==> src/rtl/md_sequencer.sv <==
// Multi-cycle MULT/MULTU/DIV/DIVU sequencer for the EX stage: pipelined multiply, 32-step restoring divide.
// Optional macro MD_DIV0_FAST_EN: divide-by-zero is detected at accept and completes in one cycle.
module md_sequencer #(
   parameter int MUL_LAT  = 2,
   parameter int DIV_ITER = 32
) (
   input  logic        clk,
   input  logic        resetn,
   input  logic        start,
   input  logic        mul_or_div,
   input  logic        is_sign,
   input  logic [31:0] src_a,
   input  logic [31:0] src_b,
   input  logic        flush,
   output logic        stall,
   output logic        result_valid,
   output logic [31:0] hi_out,
   output logic [31:0] lo_out
);

   localparam int CNT_W = 6;
   localparam int PD    = (MUL_LAT > 1) ? MUL_LAT - 1 : 1;

   typedef enum logic [1:0] {S_IDLE, S_MUL, S_DIV, S_DONE} state_t;

   state_t             r_state, w_next;
   logic [CNT_W-1:0]   r_cnt;
   logic               r_sa, r_sb;
   logic [31:0]        r_ma, r_mb;
   logic [63:0]        r_rq;
   logic [63:0]        r_prod [PD];
   logic [31:0]        r_hi, r_lo;

   logic               w_accept, w_fast0, w_enter_done, w_ge;
   logic [31:0]        w_abs_a, w_abs_b, w_diff, w_quo, w_rem;
   logic [63:0]        w_ab, w_tap, w_prod_s, w_step;
   logic [31:0]        w_res_hi, w_res_lo;

   assign w_accept = (r_state == S_IDLE) & start & ~flush;
   assign w_abs_a  = (is_sign & src_a[31]) ? (~src_a + 32'd1) : src_a;
   assign w_abs_b  = (is_sign & src_b[31]) ? (~src_b + 32'd1) : src_b;

`ifdef MD_DIV0_FAST_EN
   assign w_fast0 = mul_or_div & (src_b == 32'd0);
`else
   assign w_fast0 = 1'b0;
`endif

   // Restoring step: the shifted partial remainder is 33 bits wide before the compare
   assign w_ge   = (r_rq[63:31] >= {1'b0, r_mb});
   assign w_diff = r_rq[62:31] - r_mb;
   assign w_step = w_ge ? {w_diff, r_rq[30:0], 1'b1} : {r_rq[62:0], 1'b0};

   assign w_ab     = r_ma * r_mb;
   assign w_tap    = (MUL_LAT == 1) ? w_ab : r_prod[PD-1];
   assign w_prod_s = (r_sa ^ r_sb) ? (~w_tap + 64'd1) : w_tap;
   assign w_quo    = (r_sa ^ r_sb) ? (~w_step[31:0] + 32'd1) : w_step[31:0];
   assign w_rem    = r_sa ? (~w_step[63:32] + 32'd1) : w_step[63:32];

   always_comb begin
      w_res_hi = w_prod_s[63:32];
      w_res_lo = w_prod_s[31:0];
      case (r_state)
         S_IDLE: begin
            w_res_hi = src_a;
            w_res_lo = 32'hFFFF_FFFF;
         end
         S_DIV: begin
            w_res_hi = w_rem;
            w_res_lo = w_quo;
         end
         default: ;
      endcase
   end

   assign w_enter_done = (w_next == S_DONE) & (r_state != S_DONE);

   // State register
   always_ff @(posedge clk or negedge resetn) begin
      if (!resetn) r_state <= S_IDLE;
      else         r_state <= w_next;
   end

   // Next-state logic
   always_comb begin
      w_next = r_state;
      case (r_state)
         S_IDLE: begin
            if (w_accept) begin
               if (w_fast0)         w_next = S_DONE;
               else if (mul_or_div) w_next = S_DIV;
               else                 w_next = S_MUL;
            end
         end
         S_MUL: begin
            if (flush)                                w_next = S_IDLE;
            else if (r_cnt == CNT_W'(MUL_LAT - 1))    w_next = S_DONE;
         end
         S_DIV: begin
            if (flush)                                w_next = S_IDLE;
            else if (r_cnt == CNT_W'(DIV_ITER - 1))   w_next = S_DONE;
         end
         default: w_next = S_IDLE;
      endcase
   end

   // Outputs; gated by resetn so a held start cannot stall the pipe during reset
   always_comb begin
      stall        = 1'b0;
      result_valid = 1'b0;
      case (r_state)
         S_IDLE:       stall        = start & ~flush & resetn;
         S_MUL, S_DIV: stall        = ~flush & resetn;
         S_DONE:       result_valid = ~flush & resetn;
         default: ;
      endcase
   end

   always_ff @(posedge clk or negedge resetn) begin
      if (!resetn) begin
         r_cnt <= '0;
         r_sa  <= 1'b0;
         r_sb  <= 1'b0;
         r_ma  <= '0;
         r_mb  <= '0;
         r_rq  <= '0;
         r_hi  <= '0;
         r_lo  <= '0;
         for (int i = 0; i < PD; i++) r_prod[i] <= '0;
      end else begin
         if (w_accept) begin
            r_cnt <= '0;
            r_sa  <= is_sign & src_a[31];
            r_sb  <= is_sign & src_b[31];
            r_ma  <= w_abs_a;
            r_mb  <= w_abs_b;
            r_rq  <= {32'd0, w_abs_a};
         end else if (r_state == S_MUL || r_state == S_DIV) begin
            r_cnt <= r_cnt + CNT_W'(1);
         end
         if (r_state == S_MUL) begin
            r_prod[0] <= w_ab;
            for (int i = 1; i < PD; i++) r_prod[i] <= r_prod[i-1];
         end
         if (r_state == S_DIV) r_rq <= w_step;
         if (w_enter_done) begin
            r_hi <= w_res_hi;
            r_lo <= w_res_lo;
         end
      end
   end

   assign hi_out = r_hi;
   assign lo_out = r_lo;

endmodule

==> config.mk <==
export PLATFORM = sky130hd
export DESIGN_NAME = md_sequencer
export DESIGN_NICKNAME = d
export VERILOG_FILES = /design/src/rtl/md_sequencer.sv
export SDC_FILE = /design/constraint.sdc
export NUM_CORES = 2
export LEC_CHECK = 0
export CAP_MARGIN = 20
export CORE_MARGIN = 3
export CORE_UTILIZATION = 25
export DETAILED_ROUTE_END_ITERATION = 8
export PLACE_DENSITY = 0.43
export SLEW_MARGIN = 20
export SYNTH_ARGS = -nofsm -noshare
export SYNTH_HDL_FRONTEND = slang
export SYNTH_SLANG_ARGS = --single-unit
==> constraint.sdc <==
create_clock -name clk -period 18.9 [get_ports clk]
set_clock_uncertainty 0.1 [all_clocks]
set_input_delay 1.89 -clock clk [delete_from_list [all_inputs] [get_ports clk]]
set_output_delay 1.89 -clock clk [all_outputs]
set_load 0.02 [all_outputs]
## After elaboration in Yosys (flattened, before gate mapping)

Index checks and enable logic that the tools add are counted.

| word-level totals | value |
|---|---|
| register bits after elaboration | 266 |
| bits of input ports | 70 |
| output and inout bits | 66 |
| word-level logic and storage cells | 67 |

| cells by class | value |
|---|---|
| add/sub/neg operators | 7 |
| $mul | 1 |
| $lt $le $gt $ge | 1 |
| eq/ne operators | 7 |
| mux-type cells | 21 |
| bitwise gates (word level) | 15 |
| reduce and logical (&&, ||, !) cells | 5 |

Operators with widths:

| cell | count |
|---|---|
| 64-bit two-way mux | 4 |
| 32-bit by 1-bit adder with 32-bit output, second input constant | 4 |
| 32-bit two-way mux | 4 |
| 32-bit NOT | 4 |
| 32-bit one-hot mux with 2 select lines | 2 |
| 64-bit by 1-bit adder with 64-bit output, second input constant | 1 |
| 32-bit by 32-bit multiplier with 64-bit output | 1 |
| 64-bit NOT | 1 |
| 33-bit by 32-bit >= comparator with 1-bit output | 1 |
| 32-bit subtractor | 1 |
| 2-bit two-way mux | 6 |
| 6-bit two-way mux | 2 |
| 1-bit bitwise AND | 8 |
| 6-bit by 1-bit adder with 6-bit output, second input constant | 1 |
| 2-bit == test, second input constant | 3 |
| 6-bit by 1-bit == test with 1-bit output, second input constant | 1 |
| 6-bit by 5-bit == test with 1-bit output, second input constant | 1 |
| 2-bit one-hot mux with 3 select lines | 1 |
| 2-bit nonzero test | 2 |
| 2-bit by 1-bit == test with 1-bit output, second input constant | 1 |
| 2-bit zero test | 1 |
| 2-bit != test, second input constant | 1 |
| 1-bit one-hot mux with 2 select lines | 1 |
| 2-bit OR reduction | 1 |
| other kinds (4) | 4 |

## Logic depth before layout (Yosys ltp)

| logic depth | value |
|---|---|
| word-level depth | 7 |
| depth in mapped cells | 31 |

## Least setup slack after synthesis

No wires, ideal clock.

| timing path | value |
|---|---|
| kind | reg2reg |
| from | reg r_ma[16] |
| to | reg r_prod[63] in the netlist's numbering |
| data arrival time | 7.154 ns |
| slack | 11.510 ns |
| stages on the path, launching flop included | 26 |
| cells stage by stage | dfrtp_1 > clkbuf_1 > and2_1 > fa_1 > inv_1 > fa_1 > fa_1 > fa_1 > inv_1 > fa_1 > inv_1 > fa_1 > inv_1 > fa_1 > fa_1 > ha_1 > nand2_1 > or4_1 > o21ai_0 > a21o_1 > a2111oi_0 > o21ai_0 > nand2_1 > o41ai_1 > xnor2_1 > a21oi_1 |

| between the ends | value |
|---|---|
| cells in the longest elaborated chain, start to end | 1 |

Ends and longest elaborated chain:

| what | RTL line | text |
|---|---|---|
| start, declared | 29 | `logic [31:0] r_ma, r_mb;` |
| start signal, assigned | 135 | `r_ma <= w_abs_a;` |
| 32-bit by 32-bit multiplier with 64-bit output | 54 | `assign w_ab = r_ma * r_mb;` |
| end, declared | 31 | `logic [63:0] r_prod [PD];` |

Every way passes these cells.
A chain may end at the register's enable or synchronous reset.

## Worst setup path after layout

| timing path | value |
|---|---|
| from | reg r_ma[13] |
| to | reg r_prod[62] in the netlist's numbering |

The elaborated chain is that of the path after synthesis.

==> results <==
- The run finished with clean final reports.
- The CTS buffer count is 39.
- The number of cells on the worst reg-to-reg path is 26.
- The mean routed wirelength per cell is 21.0 µm.
- The detailed-route wire length is 176 mm.
- The proportion of synthesized chip area in sequential cells is 13.2%.
- The time the final worst path needs with I/O delays and setup is 8670 ps.
- The number of DRC violations after detailed-routing iteration 0 is 2,511.
- In this run the number of cells on the critical path is 26.
- The number of sinks on the clock net is 266.
- The first global-routing pass estimated 274 mm of wire.
- Leaving out fill and tap cells, the most frequent cell in the layout is inv_1.
- The pre-antenna-repair detailed-routing pass consisted of 6 iterations.
- In this run the count of I/O pins placed on the die edge is 136.
- The maximum number of pins on one net before global-route repair is 86.
- The buffering stage count on the worst path with inverters included is 5.
- By area the synthesized netlist is led by fa_1 35%, dfrtp_1 13%, ha_1 7.6%, and2_1 6.9%, inv_1 6.7%.
- The cts-stage hold buffer count is 0.
- The synthesized instance count is 5,763.
- The library cell contributing the largest single delay on the critical path is a31oi_1.
- The slew at the pin closest to its max-slew limit is 1100 ps.
- The H-tree was split into 2 levels.
- The clock root buffer is clkbuf_16.
- The top cell types in the final layout, fill and taps aside, are 902 x inv_1, 897 x fa_1, 802 x nand2_1.
- The overall die height is 456 µm.
- The kind of cell with the highest combined delay on the critical path is adder cells.
- Synthesis instantiated 85 different standard cells from the library.
- In the final layout, flip-flops and latches occupy 0.00667 mm².
- The total congestion overflow after global routing is 0.
- The number of fillers in the final layout is 21,400.
- The count of standard-cell rows is 164.
- The total via count in the routed design is 39,400.
- The maximum buffer depth of the clock tree is 3.
- The data required time of the worst path is 19,240 ps.
- Setup total negative slack on the finished layout was measured at 0 ps.
- The top cell type by area accounts for 35.5% of the synthesized area.
- The startpoint kind of the worst setup timing path is a flop.
- The via density per instance is 4.72.
- The count of flip-flops with a built-in enable after synthesis is 0.
- The longest individual stage delay on the worst path is 560 ps.
- The number of max-slew violations in the final report is 0.
- The proportion of layout cells with a drive suffix above 1 is 4.37%.
- After clock tree synthesis, the clock-pin slew on the worst setup and hold paths is 60 ps.
- At the end of routability-driven placement, the weighted congestion stood at 0.842.
- The global routing usage summed across all routing layers is 17.0%.
- The number of antenna violations at the first check in global routing is 10.
- The top flip-flop cell by instance count after synthesis is dfrtp_1.
- The final count of hold timing violations is 0.
- In the finished design, the share of the clock period the worst path needs comes to 45.9%.
- Once the clock tree was built, the resizer swapped 0 gates to a different size.
- On the final layout, the worst hold slack is 389 ps.
- Counting every net in the synthesized netlist gives 7,036.
- Yosys printed 0 warnings.
- Setup repair after global routing left no endpoint under its margin.
- The full die area is 0.208 mm².
- Timing would allow up to 0.115 GHz.
- Counting flops and latches in the post-synthesis netlist gives 266.
- The clock network latency to the later pin of the worst-skew pair is 620 ps.
- The number of maximum-capacitance constraint violations is 0.
- The CTS tree is done.
- The worst pin sits at a relative slew slack of 26.4%.
- The library cell appearing most often on the critical path is fa_1.
- The count of final setup violators is 0.
- Counting flops with an async set or reset pin after synthesis yields a share of 100%.
- STA classifies the critical path endpoint as a flop.
- STA puts the critical path data arrival time at 9020 ps.
- The mean cell area of the mapped netlist is 8.78 µm².
- The die is 456 µm wide.
- The floorplan core area is 0.200 mm².
- Buffers placed on the I/O ports in this run total 135.
- The area growth from synthesis to layout is 10.7%.
- The combined area of all synthesized cells is 0.0506 mm².
- The area of the multi-input gates is 0.0393 mm².
- The maximum fanout along the worst path is 32.
- The number of routed nets with antenna violations is 0.
- The initial core utilization is 25.2%.
- The worst hold path was traced through 2 stages.
- The final layout contains 6,945 nets.
- The library cell occupying the most area in the post-synthesis netlist is fa_1.
- The kind of critical path is flop to flop.
- The number of global-route vias before repair is 42,600.
- The number of buffers inserted to repair setup after CTS is 0.
- The detailed placer's ending HPWL is 136 mm.
- The remaining design rule violation count is 0.
- The path type of the worst min-delay path is flop to flop.
==> final cells by class <==
type / count / share of cell area [%]
clock buffers: 51 / 1.93
clock inverters: 20 / 0.523
flip-flops and latches: 266 / 11.9
multi-input cells: 4246 / 70.2
diodes: 1 / 0.00447
inverters: 905 / 6.06
repair buffers: 214 / 3.48
well taps: 2656 / 5.93
==> metrics by stage <==
step | utilization, % | setup WS [ps] | instance area [µm²] | cells
2_1_floorplan | - | 11510 | 50600 | 5763
3_3_place_gp | 27.3 | 10050 | 54600 | 8287
3_5_place_dp | 27.3 | 10110 | 54700 | 8287
4_1_cts | 27.9 | 10070 | 56000 | 8358
5_1_grt | 27.9 | 9770 | 56000 | 8359
6_report | 27.9 | 10230 | 56000 | 8359
==> state kept, by name (all words and copies together), names as in the netlist <==
register	flops
r_mb	32
r_cnt	6
r_sb	1
r_ma	32
r_rq	64
lo_out	32
r_state	2
r_sa	1
r_prod	64
hi_out	32
==> worst register-to-register path: stages, from the launching register on <==
cell,delay [ps]
dfrtp_1,350
buf_4,410
and2_1,290
fa_1,460
fa_1,500
fa_1,530
inv_1,60
fa_1,470
inv_1,50
fa_1,480
fa_1,530
fa_1,560
inv_1,70
fa_1,480
inv_1,50
ha_1,450
a21oi_1,200
o21bai_1,170
a21o_1,140
a31oi_1,100
o21ai_0,270
nand4_1,220
a31oi_1,560
nor2_1,270
o41ai_1,490
xnor2_1,160
o21ai_0,100
==> Yosys cell counts, drive strengths merged, types with 60 or more instances <==
| cell type | number |
|---|---|
| a21o | 70 |
| a21oi | 207 |
| and2 | 559 |
| clkbuf | 317 |
| dfrtp | 266 |
| fa | 897 |
| ha | 306 |
| inv | 904 |
| nand2 | 804 |
| nand3 | 60 |
| nor2 | 206 |
| nor3 | 64 |
| o21ai | 271 |
| xnor2 | 142 |
| xor2 | 108 |
==> metal layers <==
metal / routed length [µm] / part of all wire (%) / GRT usage, % / vias up
met5: 0 / 0 / 0 / -
met4: 3700 / 2.1 / 3.53 / 0
met3: 7510 / 4.3 / 1.54 / 154
met2: 79200 / 45 / 27.1 / 915
met1: 85500 / 49 / 25.1 / 20500
li1: - / - / - / 17900
==> kinds of logic (layout without fill, tap and decap cells) <==
logic type               count (synthesis)  after routing  share of synthesized area, %
XOR/XNOR                               250            250                          4.33
buffers and inverters                 1251           1190                          9.31
adder cells (fa/ha/maj)               1203           1203                          43.1
other                                    0              1                             0
multiplexers                            75             75                          1.64
flip-flops                             266            266                          13.2
AO/OA/AOI/OAI                          841            841                          10.4
AND/OR/NAND/NOR                       1877           1877                          18.1
==> worst paths after layout <==
path                                     endpoint  slack [ps]              startpoint
max reg2reg                r_prod[62]$_DFFE_PN0P_       10230    r_ma[13]$_DFFE_PN0P_
min                        hi_out[10]$_DFFE_PN0P_         390  hi_out[10]$_DFFE_PN0P_
max                        r_prod[62]$_DFFE_PN0P_       10230    r_ma[13]$_DFFE_PN0P_
max in group asynchronous    r_ma[25]$_DFFE_PN0P_       15860                  resetn
min in group asynchronous    r_cnt[3]$_DFFE_PN0P_        1160                  resetn
min reg2reg                hi_out[10]$_DFFE_PN0P_         390  hi_out[10]$_DFFE_PN0P_
Power is left out: the tool's default activity adds up to more than one toggle a clock period on the data nets, which glitch-free logic cannot reach.
